## config.mk

```make
export PLATFORM = sky130hd
export DESIGN_NAME = mac_tx_gmii_flat
export DESIGN_NICKNAME = d
export VERILOG_FILES = /design/src/rtl/mac_tx_gmii_if.sv /design/src/rtl/mac_tx_gmii.sv /design/src/flat_wrapper.sv
export SDC_FILE = /design/constraint.sdc
export NUM_CORES = 1
export LEC_CHECK = 0
export BUFFER_PORTS_ARGS = -buffer_cell sky130_fd_sc_hd__buf_2
export CAP_MARGIN = 20
export CORE_ASPECT_RATIO = 1.75
export CORE_MARGIN = 8
export CORE_UTILIZATION = 61
export CTS_CLUSTER_DIAMETER = 40
export CTS_CLUSTER_SIZE = 28
export DETAILED_ROUTE_END_ITERATION = 10
export PLACE_DENSITY = 0.8
export SYNTH_ARGS = -nofsm -noshare
export SYNTH_HDL_FRONTEND = slang
export SYNTH_SLANG_ARGS = --single-unit
```

## constraint.sdc

```tcl
create_clock -name clk -period 4 [get_ports clk]
set_input_delay 0.8 -clock clk [delete_from_list [all_inputs] [get_ports clk]]
set_output_delay 0.8 -clock clk [all_outputs]
set_load 0.02 [all_outputs]
```

## src/rtl/mac_tx_gmii_if.sv

```systemverilog
// -----------------------------------------------------------------------------
// mac_tx_gmii_if -- upstream frame handshake between a frame source and the
// GMII transmit MAC.
//
//   mac_tx_rq     source -> MAC  frame request, held until granted
//   mac_tx_ack    MAC -> source  one-cycle grant; first byte follows next cycle
//   mac_tx_data   source -> MAC  payload byte
//   mac_tx_valid  source -> MAC  mac_tx_data valid
//   mac_tx_sof    source -> MAC  first byte marker (informational)
//   mac_tx_eof    source -> MAC  last byte marker
//
// master = frame source, slave = MAC.
// -----------------------------------------------------------------------------
interface mac_tx_gmii_if;
  logic       mac_tx_rq;
  logic       mac_tx_ack;
  logic [7:0] mac_tx_data;
  logic       mac_tx_valid;
  logic       mac_tx_sof;
  logic       mac_tx_eof;

  modport master (
    output mac_tx_rq,
    output mac_tx_data,
    output mac_tx_valid,
    output mac_tx_sof,
    output mac_tx_eof,
    input  mac_tx_ack
  );

  modport slave (
    input  mac_tx_rq,
    input  mac_tx_data,
    input  mac_tx_valid,
    input  mac_tx_sof,
    input  mac_tx_eof,
    output mac_tx_ack
  );
endinterface

```

## src/rtl/mac_tx_gmii.sv

```systemverilog
// -----------------------------------------------------------------------------
// mac_tx_gmii -- Ethernet transmit MAC producing a GMII byte stream.
//
// Frames a payload from the upstream handshake as:
//   7 x 0x55 preamble, 0xD5 SFD, payload, zero pad up to MIN_LEN bytes,
//   4-byte IEEE 802.3 CRC-32 FCS, then IFG_CYCLES idle cycles.
// A missing byte mid-payload aborts the frame with one tx_er cycle.
//
// Ports
//   clk          single clock
//   rst          synchronous, active-high reset
//   mac_tx       upstream handshake (slave side of mac_tx_gmii_if)
//   gmii_txd     GMII transmit data
//   gmii_tx_en   GMII transmit enable
//   gmii_tx_er   GMII transmit error (only on underrun)
//   tx_busy      high whenever the FSM is not IDLE
//   tx_done      one-cycle pulse in the first idle cycle after a good frame
//   tx_underrun  one-cycle pulse coincident with the tx_er cycle
//
// Timing model: every output is a register. The FSM state in cycle t decides
// what the wire shows in cycle t+1, so the DATA state starts in the SFD
// cycle -- exactly when upstream presents its first byte.
// -----------------------------------------------------------------------------
module mac_tx_gmii #(
  parameter int IFG_CYCLES = 12,
  parameter int MIN_LEN    = 60
) (
  input  logic         clk,
  input  logic         rst,
  mac_tx_gmii_if.slave mac_tx,
  output logic [7:0]   gmii_txd,
  output logic         gmii_tx_en,
  output logic         gmii_tx_er,
  output logic         tx_busy,
  output logic         tx_done,
  output logic         tx_underrun
);

  typedef enum logic [2:0] {
    IDLE,
    PREAMBLE,
    DATA,
    PAD,
    FCS,
    IFG
  } state_t;

  localparam logic [7:0]  PREAMBLE_BYTE = 8'h55;
  localparam logic [7:0]  SFD_BYTE      = 8'hD5;
  localparam logic [31:0] CRC_INIT      = 32'hFFFF_FFFF;
  localparam logic [31:0] CRC_POLY      = 32'hEDB8_8320;
  localparam logic [15:0] MIN_LEN_W     = 16'(MIN_LEN);
  localparam logic [15:0] IFG_LAST      = 16'(IFG_CYCLES - 1);

  // Reflected CRC-32, one byte per call, LSB first.
  function automatic logic [31:0] crc32_byte(input logic [31:0] crc_in,
                                             input logic [7:0]  data_in);
    logic [31:0] c;
    c = crc_in ^ {24'd0, data_in};
    for (int i = 0; i < 8; i++) begin
      c = c[0] ? ((c >> 1) ^ CRC_POLY) : (c >> 1);
    end
    return c;
  endfunction

  state_t      state;
  state_t      state_d;
  logic [15:0] step;       // cycles spent in the current state
  logic        rearm;      // a new frame may start only after rq was seen low
  logic [31:0] crc;
  logic [15:0] count;      // payload + pad bytes emitted so far
  logic [15:0] count_inc;
  logic        launch;
  logic        byte_take;  // a payload or pad byte goes out this cycle
  logic [31:0] crc_inv;
  logic        ack_q;

  logic [7:0]  txd_d;
  logic        tx_en_d;
  logic        tx_er_d;
  logic        ack_d;
  logic        done_d;
  logic        underrun_d;

  // sof carries no function: framing relies on the grant and on eof.
  logic unused_sof;
  assign unused_sof = mac_tx.mac_tx_sof;

  assign count_inc = (count == 16'hFFFF) ? count : count + 16'd1;
  assign launch    = (state == IDLE) && mac_tx.mac_tx_rq && rearm;
  assign byte_take = ((state == DATA) && mac_tx.mac_tx_valid) || (state == PAD);
  assign crc_inv   = ~crc;

  assign mac_tx.mac_tx_ack = ack_q;

  // ---------------------------------------------------------------------------
  // State register
  // ---------------------------------------------------------------------------
  // NOTE: sequential state uses non-blocking assignments so every register
  // samples pre-edge values regardless of process ordering.
  always_ff @(posedge clk) begin
    if (rst) begin
      state <= IDLE;
      step  <= 16'd0;
    end else begin
      state <= state_d;
      if ((state_d != state) || (state == IDLE)) begin
        step <= 16'd0;
      end else begin
        step <= step + 16'd1;
      end
    end
  end

  // ---------------------------------------------------------------------------
  // Next-state logic
  // ---------------------------------------------------------------------------
  // NOTE: every combinational output gets a default first; a path that leaves
  // it unassigned would otherwise infer a latch.
  always_comb begin
    state_d = state;
    unique case (state)
      IDLE:     if (launch) state_d = PREAMBLE;
      // step 6 drives the SFD; the first payload byte is sampled next cycle.
      PREAMBLE: if (step == 16'd6) state_d = DATA;
      DATA: begin
        if (!mac_tx.mac_tx_valid) begin
          state_d = IFG;
        end else if (mac_tx.mac_tx_eof) begin
          state_d = (count_inc < MIN_LEN_W) ? PAD : FCS;
        end
      end
      PAD:      if (count_inc >= MIN_LEN_W) state_d = FCS;
      FCS:      if (step == 16'd3) state_d = IFG;
      IFG:      if (step == IFG_LAST) state_d = IDLE;
      default:  state_d = IDLE;
    endcase
  end

  // ---------------------------------------------------------------------------
  // Output logic (values the output registers take at the next edge)
  // ---------------------------------------------------------------------------
  always_comb begin
    txd_d      = 8'h00;
    tx_en_d    = 1'b0;
    tx_er_d    = 1'b0;
    ack_d      = 1'b0;
    done_d     = 1'b0;
    underrun_d = 1'b0;
    unique case (state)
      IDLE: begin
        if (launch) begin
          txd_d   = PREAMBLE_BYTE;
          tx_en_d = 1'b1;
        end
      end
      PREAMBLE: begin
        // Byte 0 left with the launch, so step k drives byte k+1.
        tx_en_d = 1'b1;
        txd_d   = (step == 16'd6) ? SFD_BYTE : PREAMBLE_BYTE;
        ack_d   = (step == 16'd5);
      end
      DATA: begin
        tx_en_d = 1'b1;
        if (mac_tx.mac_tx_valid) begin
          txd_d = mac_tx.mac_tx_data;
        end else begin
          tx_er_d    = 1'b1;
          underrun_d = 1'b1;
        end
      end
      PAD: begin
        tx_en_d = 1'b1;
      end
      FCS: begin
        tx_en_d = 1'b1;
        txd_d   = crc_inv[{step[1:0], 3'b000} +: 8];
      end
      IFG: begin
        // In the first IFG cycle the wire still shows the frame's last cycle:
        // a clean FCS byte means a good frame, a tx_er cycle means an abort.
        done_d = (step == 16'd0) && gmii_tx_en && !gmii_tx_er;
      end
      default: ;
    endcase
  end

  // ---------------------------------------------------------------------------
  // Output registers, CRC, byte count and rearm
  // ---------------------------------------------------------------------------
  always_ff @(posedge clk) begin
    if (rst) begin
      gmii_txd    <= 8'h00;
      gmii_tx_en  <= 1'b0;
      gmii_tx_er  <= 1'b0;
      ack_q       <= 1'b0;
      tx_busy     <= 1'b0;
      tx_done     <= 1'b0;
      tx_underrun <= 1'b0;
      rearm       <= 1'b1;
      crc         <= CRC_INIT;
      count       <= 16'd0;
    end else begin
      gmii_txd    <= txd_d;
      gmii_tx_en  <= tx_en_d;
      gmii_tx_er  <= tx_er_d;
      ack_q       <= ack_d;
      tx_busy     <= (state_d != IDLE);
      tx_done     <= done_d;
      tx_underrun <= underrun_d;

      // A request held high across a whole frame must not start another one.
      if (ack_d) begin
        rearm <= 1'b0;
      end else if (!mac_tx.mac_tx_rq) begin
        rearm <= 1'b1;
      end

      if (state == IDLE) begin
        crc   <= CRC_INIT;
        count <= 16'd0;
      end else if (byte_take) begin
        crc   <= crc32_byte(crc, txd_d);
        count <= count_inc;
      end
    end
  end

endmodule

```

## src/flat_wrapper.sv

```systemverilog
// flat-port wrapper written by rule: the top's interface ports become plain ports
module mac_tx_gmii_flat 
#(
  parameter int IFG_CYCLES = 12,
  parameter int MIN_LEN    = 60
)
  (clk, rst, gmii_txd, gmii_tx_en, gmii_tx_er, tx_busy, tx_done, tx_underrun, mac_tx_mac_tx_rq, mac_tx_mac_tx_data, mac_tx_mac_tx_valid, mac_tx_mac_tx_sof, mac_tx_mac_tx_eof, mac_tx_mac_tx_ack);
  mac_tx_gmii_if mac_tx_i ();
  input  logic clk;
  input  logic rst;
  output logic [7:0] gmii_txd;
  output logic gmii_tx_en;
  output logic gmii_tx_er;
  output logic tx_busy;
  output logic tx_done;
  output logic tx_underrun;
  input wire logic [$bits(mac_tx_i.mac_tx_rq)-1:0] mac_tx_mac_tx_rq;
  input wire logic [$bits(mac_tx_i.mac_tx_data)-1:0] mac_tx_mac_tx_data;
  input wire logic [$bits(mac_tx_i.mac_tx_valid)-1:0] mac_tx_mac_tx_valid;
  input wire logic [$bits(mac_tx_i.mac_tx_sof)-1:0] mac_tx_mac_tx_sof;
  input wire logic [$bits(mac_tx_i.mac_tx_eof)-1:0] mac_tx_mac_tx_eof;
  output wire logic [$bits(mac_tx_i.mac_tx_ack)-1:0] mac_tx_mac_tx_ack;
  assign mac_tx_i.mac_tx_rq = mac_tx_mac_tx_rq;
  assign mac_tx_i.mac_tx_data = mac_tx_mac_tx_data;
  assign mac_tx_i.mac_tx_valid = mac_tx_mac_tx_valid;
  assign mac_tx_i.mac_tx_sof = mac_tx_mac_tx_sof;
  assign mac_tx_i.mac_tx_eof = mac_tx_mac_tx_eof;
  assign mac_tx_mac_tx_ack = mac_tx_i.mac_tx_ack;
  mac_tx_gmii #(.IFG_CYCLES(IFG_CYCLES), .MIN_LEN(MIN_LEN)) u_core (.clk(clk), .rst(rst), .mac_tx(mac_tx_i), .gmii_txd(gmii_txd), .gmii_tx_en(gmii_tx_en), .gmii_tx_er(gmii_tx_er), .tx_busy(tx_busy), .tx_done(tx_done), .tx_underrun(tx_underrun));
endmodule
```

### Yosys cells after proc, flatten, opt, wreduce, memory -nomap -nowiden

Index checks and enable logic that the tools add are counted.

| word-level totals | value |
|---|---|
| register bits | 81 |
| input bits | 14 |
| output and inout port bits | 14 |
| word-level logic and storage cells | 84 |

| operators by class | value |
|---|---|
| add/sub/neg operators | 2 |
| $lt $le $gt $ge | 2 |
| equal/unequal tests | 12 |
| shift operators | 1 |
| multiplexer cells | 28 |
| bitwise operators | 12 |
| reductions and logical operators | 16 |

Operator list:

| kind | count |
|---|---|
| $mux 32 | 8 |
| $not 13->14 | 8 |
| $add 16x1->16 const B | 2 |
| $eq 16x3->1 const B | 2 |
| $not 32->32 | 1 |
| $pmux 8 s4 | 1 |
| $shiftx 32x6->8 | 1 |
| $xor 32x8->32 | 1 |
| $mux 3 | 8 |
| $pmux 3 s6 | 1 |
| $eq 16x16->1 const B | 1 |
| $eq 16x2->1 const B | 1 |
| $eq 16x4->1 const B | 1 |
| $ge 16x6->1 const B | 1 |
| $logic_not 16->1 | 1 |
| $lt 16x6->1 const B | 1 |
| $mux 16 | 1 |
| $mux 8 | 2 |
| $reduce_or 2->1 | 4 |
| $mux 7 | 1 |
| $eq 3x2->1 const B | 2 |
| $eq 3x3->1 const B | 2 |
| $logic_and 1x1->1 | 5 |
| $mux 1 | 5 |
| 10 further kinds | 12 |

### Longest topological paths before layout

Gate-level depths: netlist of the first run.

| depth | value |
|---|---|
| depth in word-level cells | 22 |
| gate-level depth with buffers | 10 |
| gate-level depth less buffers | 9 |

### Least setup slack after synthesis of the first run

Ideal clock, no wire load.

| timing | value |
|---|---|
| kind | input to register |
| from | input port mac_tx_mac_tx_valid |
| to | register u_core.crc[18] |
| library setup time | 74 ps |
| data arrival time | 2884 ps |
| required time | 3926 ps |
| setup slack | 1041 ps |
| stages | 8 |
| buffers on the path | 1 |
| cell sequence | nor4bb_1 clkbuf_8 a22oi_1 nand3_1 xor2_2 xnor3_1 xor3_1 o21ai_0 |

| between the ends | value |
|---|---|
| cells in the longest elaborated chain, start to end | 15 |
| elaborated cells on any way between the ends | 18 |
| classes of those cells | 10 x mux; 6 x bitwise; 2 x reduce/logical |

Ends and longest elaborated chain:

| what | RTL line | RTL |
|---|---|---|
| start: declaration | flat_wrapper.sv:19 | `input wire logic [$bits(mac_tx_i.mac_tx_valid)-1:0] mac_tx_mac_tx_valid;` |
| $mux 8 | mac_tx_gmii.sv:165 | `if (mac_tx.mac_tx_valid) begin` |
| $pmux 8 s4 | mac_tx_gmii.sv:150 | `unique case (state)` |
| $xor 32x8->32 | mac_tx_gmii.sv:59 | `c = crc_in ^ {24'd0, data_in};` |
| $mux 32 (2 in series) | mac_tx_gmii.sv:61 | `c = c[0] ? ((c >> 1) ^ CRC_POLY) : (c >> 1);` |
| $not 13->14 (no source line) | n/a |  |
| $mux 32 (2 in series) | mac_tx_gmii.sv:61 |  |
| $not 13->14 (no source line) | n/a |  |
| $mux 32 | mac_tx_gmii.sv:61 |  |
| $not 13->14 (no source line) | n/a |  |
| $mux 32 | mac_tx_gmii.sv:61 |  |
| $not 13->14 (no source line) | n/a |  |
| $mux 32 (2 in series) | mac_tx_gmii.sv:61 |  |
| end signal: assignment | mac_tx_gmii.sv:223 | `crc <= crc32_byte(crc, txd_d);` |
| end: declaration | mac_tx_gmii.sv:70 | `logic [31:0] crc;` |

Parallel ways exist; a longest one is shown, timed or not.
A chain may end at the register's enable or synchronous reset.

### Worst setup path in the final report of the first run

| timing | value |
|---|---|
| from | register u_core.count[0] |
| to | register u_core.step[3] |

| between the ends | value |
|---|---|
| cells in the longest elaborated chain, start to end | 10 |
| elaborated cells on any way between the ends | 13 |
| classes of those cells | 1 x add/sub; 2 x order compare; 2 x eq/ne; 6 x mux; 2 x reduce/logical |

Ends and longest elaborated chain:

| what | RTL line | RTL |
|---|---|---|
| start: declaration | mac_tx_gmii.sv:71 | `logic [15:0] count;` |
| start signal: assignment | mac_tx_gmii.sv:224 | `count <= count_inc;` |
| $add 16x1->16 / $eq 16x16->1 (equally long branches) | mac_tx_gmii.sv:89 | `assign count_inc = (count == 16'hFFFF) ? count : count + 16'd1;` |
| $mux 16 * | mac_tx_gmii.sv:89 |  |
| $lt 16x6->1 | mac_tx_gmii.sv:130 | `state_d = (count_inc < MIN_LEN_W) ? PAD : FCS;` |
| $mux 3 | mac_tx_gmii.sv:130 |  |
| $mux 3 | mac_tx_gmii.sv:129 | `end else if (mac_tx.mac_tx_eof) begin` |
| $mux 3 | mac_tx_gmii.sv:127 | `if (!mac_tx.mac_tx_valid) begin` |
| $pmux 3 s6 * | mac_tx_gmii.sv:122 | `unique case (state)` |
| $ne 3x3->1 * | mac_tx_gmii.sv:107 | `if ((state_d != state) \|\| (state == IDLE)) begin` |
| $logic_or 1x1->1 * | mac_tx_gmii.sv:107 |  |
| $reduce_or 2->1 (no source line) * | n/a |  |
| end signal: assignment | mac_tx_gmii.sv:110 | `step <= step + 16'd1;` |
| end: declaration | mac_tx_gmii.sv:68 | `logic [15:0] step;` |

Every way passes the cells marked *; elsewhere a longest branch is shown, timed or not.

==> reports/results.md, run 1 <==
• routed via count divided by cell count: 6.13
• slowest stage cell, crit path: a211oi_1
• Critical Path Fanout Max: 16
• number of setup violations in the final report: 0
• final-report hold violation count: 0
• initial DRC count: 235
• post-route minimum period: 3.30 ns
• CTS Root Buffer Type: clkbuf_16
• critical path startpoint category: flop
• number of nets in the layout: 565
• hpwl dp: 8.34 mm
• max_cap viols: 0
• fraction of layout cells with a size suffix above 1: 14.5%
• clock tree from TritonCTS: done
• Yosys reg bits: 81
• drt pass-1 iters: 5
• Starting Density: 61.9%
• Worst Tran Pin Value: 0.768 ns
• share of synthesized registers carrying an async set or reset: 0%
• Hold Path Origin: u_core.gmii_tx_en
• core outline area: 7860 µm²
• DR WL/cell: 18.1 µm
• buffers from clock root to sink, at most: 2
• overall overflow remaining after global route: 0
• CP bufs+invs: 0
• diode insertion count for antenna repair: 0
• status: complete, no violations
• Worst-path clk slew: 0.06 ns
• post-synthesis instance area: 4860 µm²
• cell-by-cell listing of the critical path: ha_1 > and3_1 > nand4_1 > mux2_2 > a211oi_1 > and4_1 > and3b_1 > nor3_1
• total placed cells including tap cells: 625
• routability cong.: 0.857
• Cell Count, Final, Fillers Out: 641
• Total Negative Setup Slacks: 0 ns
• count of boundary I/O pins: 28
• antenna-violating nets left: 0
• Yosys Warn Count: 0
• number of antenna violations at the first check in global routing: 0
• unrepaired setup endpoints after global routing: no
• Critical Path Max Stage Delay: 0.65 ns
• main area contributors after synthesis: dfxtp_1 (33%), xnor2_1 (8.1%), xnor3_1 (6.5%)
• FF-to-FF Start: u_core.count[0]
• clock net sink count: 81
• post-CTS setup buffer count: 0
• number of CTS-inserted buffers: 9
• Horiz. Die Dim: 83.5 µm
• worst setup path startpoint: u_core.count[0]
• number of levels the H-tree was split into: 3
• area of the multi-input gates: 3040 µm²
• GR Util All Layers: 20.9%
• Leak: 2.15 nW
• first-pass GRT wire length: 19.1 mm
• Worst Setup End Kind: flop
• power per cell area: 353 nW/µm²
• largest net degree at the start of global routing: 35
• IO buf count: 26
• Slew headroom: 48.5%
• post-cts gate resize count: 0
• cell family with most CP delay: simple AND/OR/NAND/NOR gates
• number of instances in the synthesized netlist: 524
• net count after synthesis: 543
• flip-flop cell with the highest count after synthesis: dfxtp_1
• classification of the worst-slack hold path: reg -> reg
• setup skew after layout: 0.00674 ns
• type of the setup path with the least slack: reg -> reg
• number of synthesized flops with an enable pin: 0
• unique cell type count in the Yosys netlist: 69
• register area share after synthesis: 33.4%
• via count of the first global-routing pass: 3962
• Routed WL: 11.6 mm
• commonest cells in the netlist: dfxtp_1 (81), xnor2_1 (45), nand2_1 (43), nor2_1 (38), nor3_1 (28)
• later-pin clock latency in the skew report: 0.34 ns
• Final period util: 82.6%
• cell with the most instances after synthesis: dfxtp_1
• via count: 3932
• Fillers: 618
• total die area: 11200 µm²
• DRC violation count after routing: 0
• critical path data arrival time: 3.56 ns
• worst ir drop on vdd: 0.246 mV
• max-slew violations: 0
• FF/Latch Area: 1620 µm²
• count of standard-cell rows: 43
• chip height: 134 µm
• critical path required time: 4.26 ns
• hold buffer count at CTS: 0
• layout overhead on the synthesized area: 11.2%
• highest clock frequency the design can meet: 0.303 GHz
• cell type with the highest aggregate area in the netlist: dfxtp_1
• area fraction of the dominant cell type after synthesis: 33.4%
• Post-Syn Area per Cell: 9.28 µm²
==> placed cells by master, fill, tap and decap left out, types with 4 or more instances in the layout <==
cell type / count
dfxtp_1: 81
xnor2_1: 45
nand2_1: 43
nor2_1: 38
nor3_1: 28
buf_2: 26
xor2_1: 23
a21oi_1: 22
buf_4: 20
nand3_1: 19
o211ai_1: 18
mux2i_1: 16
xnor3_1: 14
and3_1: 10
nand4_1: 10
clkbuf_16: 9
o21ai_0: 8
inv_1: 7
o21ai_1: 7
nor3b_1: 6
and2_1: 6
nor4_1: 5
a22oi_1: 5
a31oi_1: 5
ha_1: 5
or4_1: 4
or3_1: 4
a211o_1: 4
==> worst paths after layout <==
| check | endpoint | slack (ns) | cells past startpoint |
|---|---|---|---|
| setup / recovery | u_core.step[3] | 0.70 | 8 |
| hold / removal | u_core.tx_done | 0.48 | 2 |
| hold reg to reg | u_core.tx_done | 0.48 | 2 |
| setup reg to reg | u_core.step[3] | 0.70 | 8 |
==> tightest hold or removal path, stage by stage (launching register included) <==
cell	delay (ns)
dfxtp_1	0.31
nand4b_1	0.09
nor3_1	0.04
==> cell families (layout without fill, tap and decap cells) <==
logic type / after synthesis / count (layout) / share of synthesized area (%)
AO/OA/AOI/OAI: 94 / 94 / 13.4
multiplexers: 17 / 17 / 3.53
XOR/XNOR: 93 / 93 / 23.6
AND/OR/NAND/NOR: 192 / 192 / 20.5
buffers and inverters: 42 / 69 / 4.32
adder cells (fa/ha/maj): 5 / 5 / 1.29
flip-flops: 81 / 81 / 33.4
==> flip-flops by register name (all words and copies together) (netlist names), 3 cells and up <==
register         count
u_core.crc          32
u_core.count        16
u_core.step         16
u_core.gmii_txd      8
u_core.state         3
==> routing by layer <==
layer	GRT usage, %	share of wire (%)	vias up	wire length [µm]
met1	20.6	38	1886	4370
met3	3.58	3.5	35	407
li1	-	-	1915	-
met2	39.1	55	96	6320
met4	12.8	4.2	0	486
met5	0	0	-	0
==> metrics by stage <==
stage	hold slack (ns)	area, µm²	setup slack (ns)	power [mW]	utilization [%]
finish	0.478	5410	0.697	1.91	68.8
global route	0.496	5410	0.490	1.96	68.8
CTS	0.481	5410	0.748	1.92	68.8
floorplan	0.469	4860	1.04	0.968	-
detailed placement	0.474	5080	0.458	1.01	64.6
global placement	0.461	5080	0.571	1.01	64.6
==> final cells by class <==
cell class / count / share of cell area (%)
Inverter: 7 / 0.486
Clock buffer: 12 / 4.74
Timing Repair Buffer: 46 / 5.18
Clock inverter: 4 / 1.39
Multi-Input combinational cell: 401 / 56.1
Sequential cell: 81 / 30.0
Tap cell: 90 / 2.08
==> where the power goes <==
part | switching, mW | internal [mW]
registers | 0.00425 | 0.813
logic | 0.0917 | 0.0893
clock network | 0.331 | 0.581
Note: power is estimated with default switching activity, not from simulation.
==> run 2: changes to the inputs <==
Clock period 4 ns to 3.1 ns, I/O delays scaled along.
==> reports/results.md, run 2 (synthesized netlist as in run 1, its figures left out) <==
• status: complete, no violations, unchanged
• Critical Path Max Stage Delay: 0.59 ns, was 0.65 ns
• Critical Path Fanout Max: 7, was 16
• Worst-path clk slew: 0.06 ns, about the same
• max-slew violations: 0, unchanged
• Internal Power: 1.79 mW, was 1.48 mW
• register ranked first by flip-flop count: u_core.crc, unchanged
• critical path data arrival time: 3.21 ns, was 3.56 ns
• number of antenna violations at the first check in global routing: 0, unchanged
• routed via count divided by cell count: 6.08, was 6.13
• worst hold slack: 0.475 ns, was 0.478 ns
• number of levels the H-tree was split into: 3, unchanged
• hpwl dp: 8.04 mm, was 8.34 mm
• design area: 5460 µm², was 5410 µm²
• layout overhead on the synthesized area: 12.4%, was 11.2%
• count of boundary I/O pins: 28, unchanged
• Final period util: 95.2%, was 82.6%
• switching share of total power: 23.0%, was 22.4%
• Worst Tran Pin Value: 0.678 ns, was 0.768 ns
• via count: 3969, was 3932
• max reg flops: 32, unchanged
• post-place instance area: 5170 µm², was 5080 µm²
• unrepaired setup endpoints after global routing: no, unchanged
• buffers from clock root to sink, at most: 2, unchanged
• worst flop-to-flop path endpoint: u_core.crc[29], was u_core.step[3]
• slowest stage cell, crit path: or4_1, was a211oi_1
• setup skew after layout: 0.00655 ns, was 0.00674 ns
• combinational share of power: 10.2%, was 9.5%
• Horiz. Die Dim: 83.5 µm, unchanged
• antenna-violating nets left: 0, unchanged
• cell-by-cell listing of the critical path: or4_1 > or4_4 > o21a_4 > a22oi_4 > xnor2_4 > xnor3_1 > o21ai_1, was ha_1 > and3_1 > nand4_1 > mux2_2 > a211oi_1 > and4_1 > and3b_1 > nor3_1
• GR Util All Layers: 20.5%, was 20.9%
• total die area: 11200 µm², unchanged
• post-route minimum period: 2.95 ns, was 3.30 ns
• clock tree from TritonCTS: done, unchanged
• largest net degree at the start of global routing: 59, was 35
• number of nets in the layout: 577, was 565
• cell family with most CP delay: simple AND/OR/NAND/NOR gates, unchanged
• first-pass GRT wire length: 18.9 mm, was 19.1 mm
• DRC violation count after routing: 0, unchanged
• via count of the first global-routing pass: 3998, was 3962
• post-CTS setup buffer count: 0, unchanged
• diode insertion count for antenna repair: 0, unchanged
• final-report hold violation count: 0, unchanged
• hold path cells: 2, unchanged
• later-pin clock latency in the skew report: 0.34 ns, about the same
• Hold Path Origin: u_core.gmii_tx_en, unchanged
• clock share of power: 44.2%, was 47.7%
• Total Negative Setup Slacks: 0 ns, unchanged
• Fillers: 589, was 618
• power per cell area: 425 nW/µm², was 353 nW/µm²
• number of CTS-inserted buffers: 9, unchanged
• critical path required time: 3.36 ns, was 4.26 ns
• routability cong.: 0.850, was 0.857
• max_cap viols: 0, unchanged
• length in cells of the worst reg-to-reg path: 7, was 8
• worst setup path startpoint: u_core.step[6], was u_core.count[0]
• DR WL/cell: 17.2 µm, was 18.1 µm
• Total Power Consumption: 2.32 mW, was 1.91 mW
• CTS Root Buffer Type: clkbuf_16, unchanged
• Worst Setup End Kind: flop, unchanged
• type of the setup path with the least slack: reg -> reg, unchanged
• count of standard-cell rows: 43, unchanged
• worst-case hold path end point: u_core.tx_done, unchanged
• Slew headroom: 54.3%, was 48.5%
• number of setup violations in the final report: 0, unchanged
• highest clock frequency the design can meet: 0.339 GHz, was 0.303 GHz
• pre-CTS setup slack: 0.125 ns, was 0.458 ns
• Routed WL: 11.2 mm, was 11.6 mm
• fraction of layout cells with a size suffix above 1: 16.7%, was 14.5%
• critical path startpoint category: flop, unchanged
• min setup slack post-route: 0.149 ns, was 0.697 ns
• minimum setup slack among reg-to-reg paths: 0.15 ns, was 0.70 ns
• clock net sink count: 81, unchanged
• core outline area: 7860 µm², unchanged
• overall overflow remaining after global route: 0, unchanged
• net switching power: 0.534 mW, was 0.427 mW
• CP bufs+invs: 0, unchanged
• power share of the sequential group: 45.5%, was 42.8%
• Leak: 2.21 nW, was 2.15 nW
• commonest non-fill, non-tap cell in the layout: dfxtp_1, unchanged
• drt pass-1 iters: 5, unchanged
• commonest cells after routing, fill and taps aside: dfxtp_1 (81), xnor2_1 (45), nand2_1 (43), nor2_1 (38), buf_4 (32), was dfxtp_1 (81), xnor2_1 (45), nand2_1 (43), nor2_1 (38), nor3_1 (28)
• FF-to-FF Start: u_core.step[6], was u_core.count[0]
• IO buf count: 26, unchanged
• initial DRC count: 251, was 235
• biggest registers after layout: u_core.crc: 32 flops, u_core.count: 16 flops, u_core.step: 16 flops, unchanged
• classification of the worst-slack hold path: reg -> reg, unchanged
• worst ir drop on vdd: 0.319 mV, was 0.246 mV
• Starting Density: 61.9%, unchanged
• chip height: 134 µm, unchanged
run 2: changes by cell type in the layout (fill, tap and decap cells not counted), moves of 2 or more:
cell / delta
clkinv_2: +4
clkbuf_8: -2
buf_4: +12
clkinvlp_4: -2
run 2: worst max-delay path by stage:
| stage | slack, ns | cells after the start | to |
|---|---|---|---|
| finish | 0.15 | 7 | u_core.crc[29] |
| global route | 0.003 | 9 | u_core.step[2] |
| CTS | 0.05 | 9 | u_core.step[8] |
| detailed placement | 0.12 | 7 | u_core.crc[24] |
| global placement | 0.18 | 7 | u_core.crc[24] |
| floorplan | 0.31 | 8 | u_core.crc[24] |
run 2: layout make-up:
type,instances,area (µm²),share of cell area [%]
Tap cell,90,113,2.06
Multi-Input combinational cell,401,3050,55.7
Inverter,7,26.3,0.481
Clock buffer,10,229,4.19
Clock inverter,6,58.8,1.08
Timing Repair Buffer,58,370,6.78
Sequential cell,81,1620,29.7
run 2: stage by stage:
step                utilization (%)  cells
floorplan                         -    524
global placement               65.8    637
detailed placement             65.8    637
CTS                            69.4    653
global route                   69.6    653
finish                         69.6    653
run 2: what timing repair did:
item                       in CTS  in global routing
resized for setup               0                  3
setup endpoints to repair       0                 21
hold buffers                    0                  0
run 2: layer usage:
layer  up-vias  wire length, µm  GRT usage (%)
li1       1927                -              -
met1      1914             4260           20.0
met2       101             6200           39.1
met3        27              439           4.31
met4         0              324           10.2
met5         -                0              0
run 2: power groups by stage:
| stage | registers, mW | logic (mW) | clock network (mW) |
|---|---|---|---|
| CTS | 1.06 | 0.238 | 1.05 |
| global route | 1.06 | 0.255 | 1.10 |
| finish | 1.06 | 0.238 | 1.03 |
| global placement | 1.08 | 0.231 | 0 |
| floorplan | 1.08 | 0.166 | 0 |
| detailed placement | 1.08 | 0.235 | 0 |
run 2: worst reg2reg max path, stage by stage, from the launching register on:
cell     delay [ns]
dfxtp_1        0.36
or4_1          0.59
or4_4          0.53
o21a_4         0.25
a22oi_4        0.32
xnor2_4        0.22
xnor3_1        0.47
o21ai_1        0.14
==> run 3: changes to the inputs <==
Settings changed: CORE_MARGIN 8 to 3, PLACE_DENSITY 0.8 to not set, PLACE_DENSITY_LB_ADDON set to 0.1.
==> reports/results.md, run 3 (synthesized netlist as in run 1, its figures left out) <==
• net switching power: 0.563 mW, was 0.534 mW
• slowest stage cell, crit path: or4_1, unchanged
• combinational share of power: 10.0%, was 10.2%
• hold buffer count at CTS: 0, unchanged
• cell-by-cell listing of the critical path: or4_1 > or4_4 > buf_4 > o32ai_1 > o21ai_1 > a221oi_1 > o21ai_1 > buf_4 > nor3_1, was or4_1 > or4_4 > o21a_4 > a22oi_4 > xnor2_4 > xnor3_1 > o21ai_1
• total placed cells including tap cells: 632, was 637
• CP bufs+invs: 2, was 0
• Worst Tran Pin Value: 0.718 ns, was 0.678 ns
• biggest registers after layout: u_core.crc: 32 flops, u_core.count: 16 flops, u_core.step: 16 flops, unchanged
• Total Power Consumption: 2.38 mW, was 2.32 mW
• Fillers: 602, was 589
• cell family with most CP delay: simple AND/OR/NAND/NOR gates, unchanged
• design area: 5490 µm², was 5460 µm²
• max reg flops: 32, unchanged
• unrepaired setup endpoints after global routing: no, unchanged
• power per cell area: 433 nW/µm², was 425 nW/µm²
• drt pass-1 iters: 4, was 5
• fraction of layout cells with a size suffix above 1: 16.9%, was 16.7%
• area of the multi-input gates: 3040 µm², was 3050 µm²
• clock net sink count: 81, unchanged
• Critical Path Fanout Max: 16, was 7
• critical path startpoint category: flop, unchanged
• IO buf count: 26, unchanged
• first-pass GRT wire length: 18.2 mm, was 18.9 mm
• switching share of total power: 23.7%, was 23.0%
• via count: 3899, was 3969
• max_cap viols: 0, unchanged
• post-route minimum period: 2.91 ns, was 2.95 ns
• setup skew after layout: 0.00761 ns, was 0.00655 ns
• Horiz. Die Dim: 73.5 µm, was 83.5 µm
• worst ir drop on vdd: 0.311 mV, was 0.319 mV
• Starting Density: 63.4%, was 61.9%
• Critical Path Max Stage Delay: 0.59 ns, about the same
• overall overflow remaining after global route: 0, unchanged
• FF/Latch Area: 1620 µm², unchanged
• number of nets in the layout: 577, unchanged
• post-place instance area: 5150 µm², was 5170 µm²
• classification of the worst-slack hold path: reg -> reg, unchanged
• initial DRC count: 249, was 251
• commonest non-fill, non-tap cell in the layout: dfxtp_1, unchanged
• type of the setup path with the least slack: reg -> reg, unchanged
• critical path required time: 3.36 ns, about the same
• Cell Count, Final, Fillers Out: 651, was 653
• Leak: 2.20 nW, was 2.21 nW
• number of levels the H-tree was split into: 3, unchanged
• DR WL/cell: 17.1 µm, was 17.2 µm
• power share of the sequential group: 44.3%, was 45.5%
• number of CTS-inserted buffers: 9, unchanged
• count of standard-cell rows: 42, was 43
• largest net degree at the start of global routing: 39, was 59
• number of setup violations in the final report: 0, unchanged
• clock share of power: 45.7%, was 44.2%
• count of boundary I/O pins: 28, unchanged
• total die area: 9120 µm², was 11200 µm²
• max-slew violations: 0, unchanged
• Final period util: 93.9%, was 95.2%
• Routed WL: 11.2 mm, about the same
• routed via count divided by cell count: 5.99, was 6.08
• Slew headroom: 51.6%, was 54.3%
• routability cong.: 0.906, was 0.850
• DRC violation count after routing: 0, unchanged
• Worst-path clk slew: 0.06 ns, about the same
• buffers from clock root to sink, at most: 2, unchanged
• utilization after layout: 71.5%, was 69.6%
• commonest cells after routing, fill and taps aside: dfxtp_1 (81), xnor2_1 (45), nand2_1 (43), nor2_1 (38), buf_4 (31), was dfxtp_1 (81), xnor2_1 (45), nand2_1 (43), nor2_1 (38), buf_4 (32)
• final-report hold violation count: 0, unchanged
• number of antenna violations at the first check in global routing: 0, unchanged
• layout overhead on the synthesized area: 12.9%, was 12.4%
• critical path data arrival time: 3.17 ns, was 3.21 ns
• clock tree from TritonCTS: done, unchanged
• Total Negative Setup Slacks: 0 ns, unchanged
• status: complete, no violations, unchanged
• hpwl dp: 8.18 mm, was 8.04 mm
• later-pin clock latency in the skew report: 0.34 ns, about the same
• register ranked first by flip-flop count: u_core.crc, unchanged
• highest clock frequency the design can meet: 0.344 GHz, was 0.339 GHz
• core outline area: 7670 µm², was 7860 µm²
• GR Util All Layers: 26.0%, was 20.5%
• CTS Root Buffer Type: clkbuf_16, unchanged
• Internal Power: 1.82 mW, was 1.79 mW
• chip height: 124 µm, was 134 µm
• antenna-violating nets left: 0, unchanged
• diode insertion count for antenna repair: 0, unchanged
• via count of the first global-routing pass: 3743, was 3998
• Worst Setup End Kind: flop, unchanged
[run 3: cell count changes in the layout (fill, tap and decap cells not counted)]
cell        before  now
and3b_1          1    0
clkinv_4         1    2
clkbuf_8         0    1
a221oi_1         0    1
clkinv_2         4    1
and3b_2          0    1
buf_12           0    1
a221oi_2         1    0
clkinvlp_4       0    2
buf_4           32   31
clkbuf_1         1    0
[run 3: worst register-to-register path, stage by stage (launching register included)]
cell and delay [ns]:
dfxtp_1 0.36, or4_1 0.59, or4_4 0.53, buf_4 0.18, o32ai_1 0.19, o21ai_1 0.15
a221oi_1 0.29, o21ai_1 0.12, buf_4 0.21, nor3_1 0.21
[run 3: metal layers]
metal,vias to the layer above,share of wire [%],global-route usage [%]
met5,-,0,0
met4,0,2.4,11.2
met3,20,2.6,2.67
met2,67,55,47.9
met1,1883,40,29.3
li1,1929,-,-
[run 3: path summary, 6_finish.rpt]
kind	slack, ns	end	start	cells after the start
setup reg to reg	0.19	u_core.step[7]	u_core.step[6]	9
setup / recovery	0.19	u_core.step[7]	u_core.step[6]	9
hold / removal	0.49	u_core.tx_done	u_core.gmii_tx_en	2
hold reg to reg	0.49	u_core.tx_done	u_core.gmii_tx_en	2
[run 3: metrics by stage]
step	hold slack, ns	setup WS, ns
floorplan	0.469	0.310
global placement	0.469	0.0887
detailed placement	0.474	0.0335
CTS	0.489	0.0354
global route	0.519	0.00174
finish	0.486	0.189
[run 3: cell type report]
| class | count | share of cell area (%) |
|---|---|---|
| sequential | 81 | 29.5 |
| tap | 88 | 2.01 |
| inverter | 7 | 0.479 |
| multi-input combinational | 401 | 55.4 |
| clock inverter | 6 | 1.23 |
| clock buffer | 10 | 4.35 |
| timing repair buffer | 58 | 6.98 |
[run 3: power by group through the flow]
stage               registers, mW  logic (mW)  clock network (mW)
floorplan                    1.08       0.166                   0
global placement             1.08       0.234                   0
detailed placement           1.08       0.236                   0
CTS                          1.05       0.239                1.10
global route                 1.05       0.255                1.14
finish                       1.05       0.237                1.09
[run 3: timing repair]
| action | in CTS | in global routing |
|---|---|---|
| setup endpoints to repair | 0 | 20 |
| setup buffers | 0 | 3 |
| resized for setup | 0 | 3 |
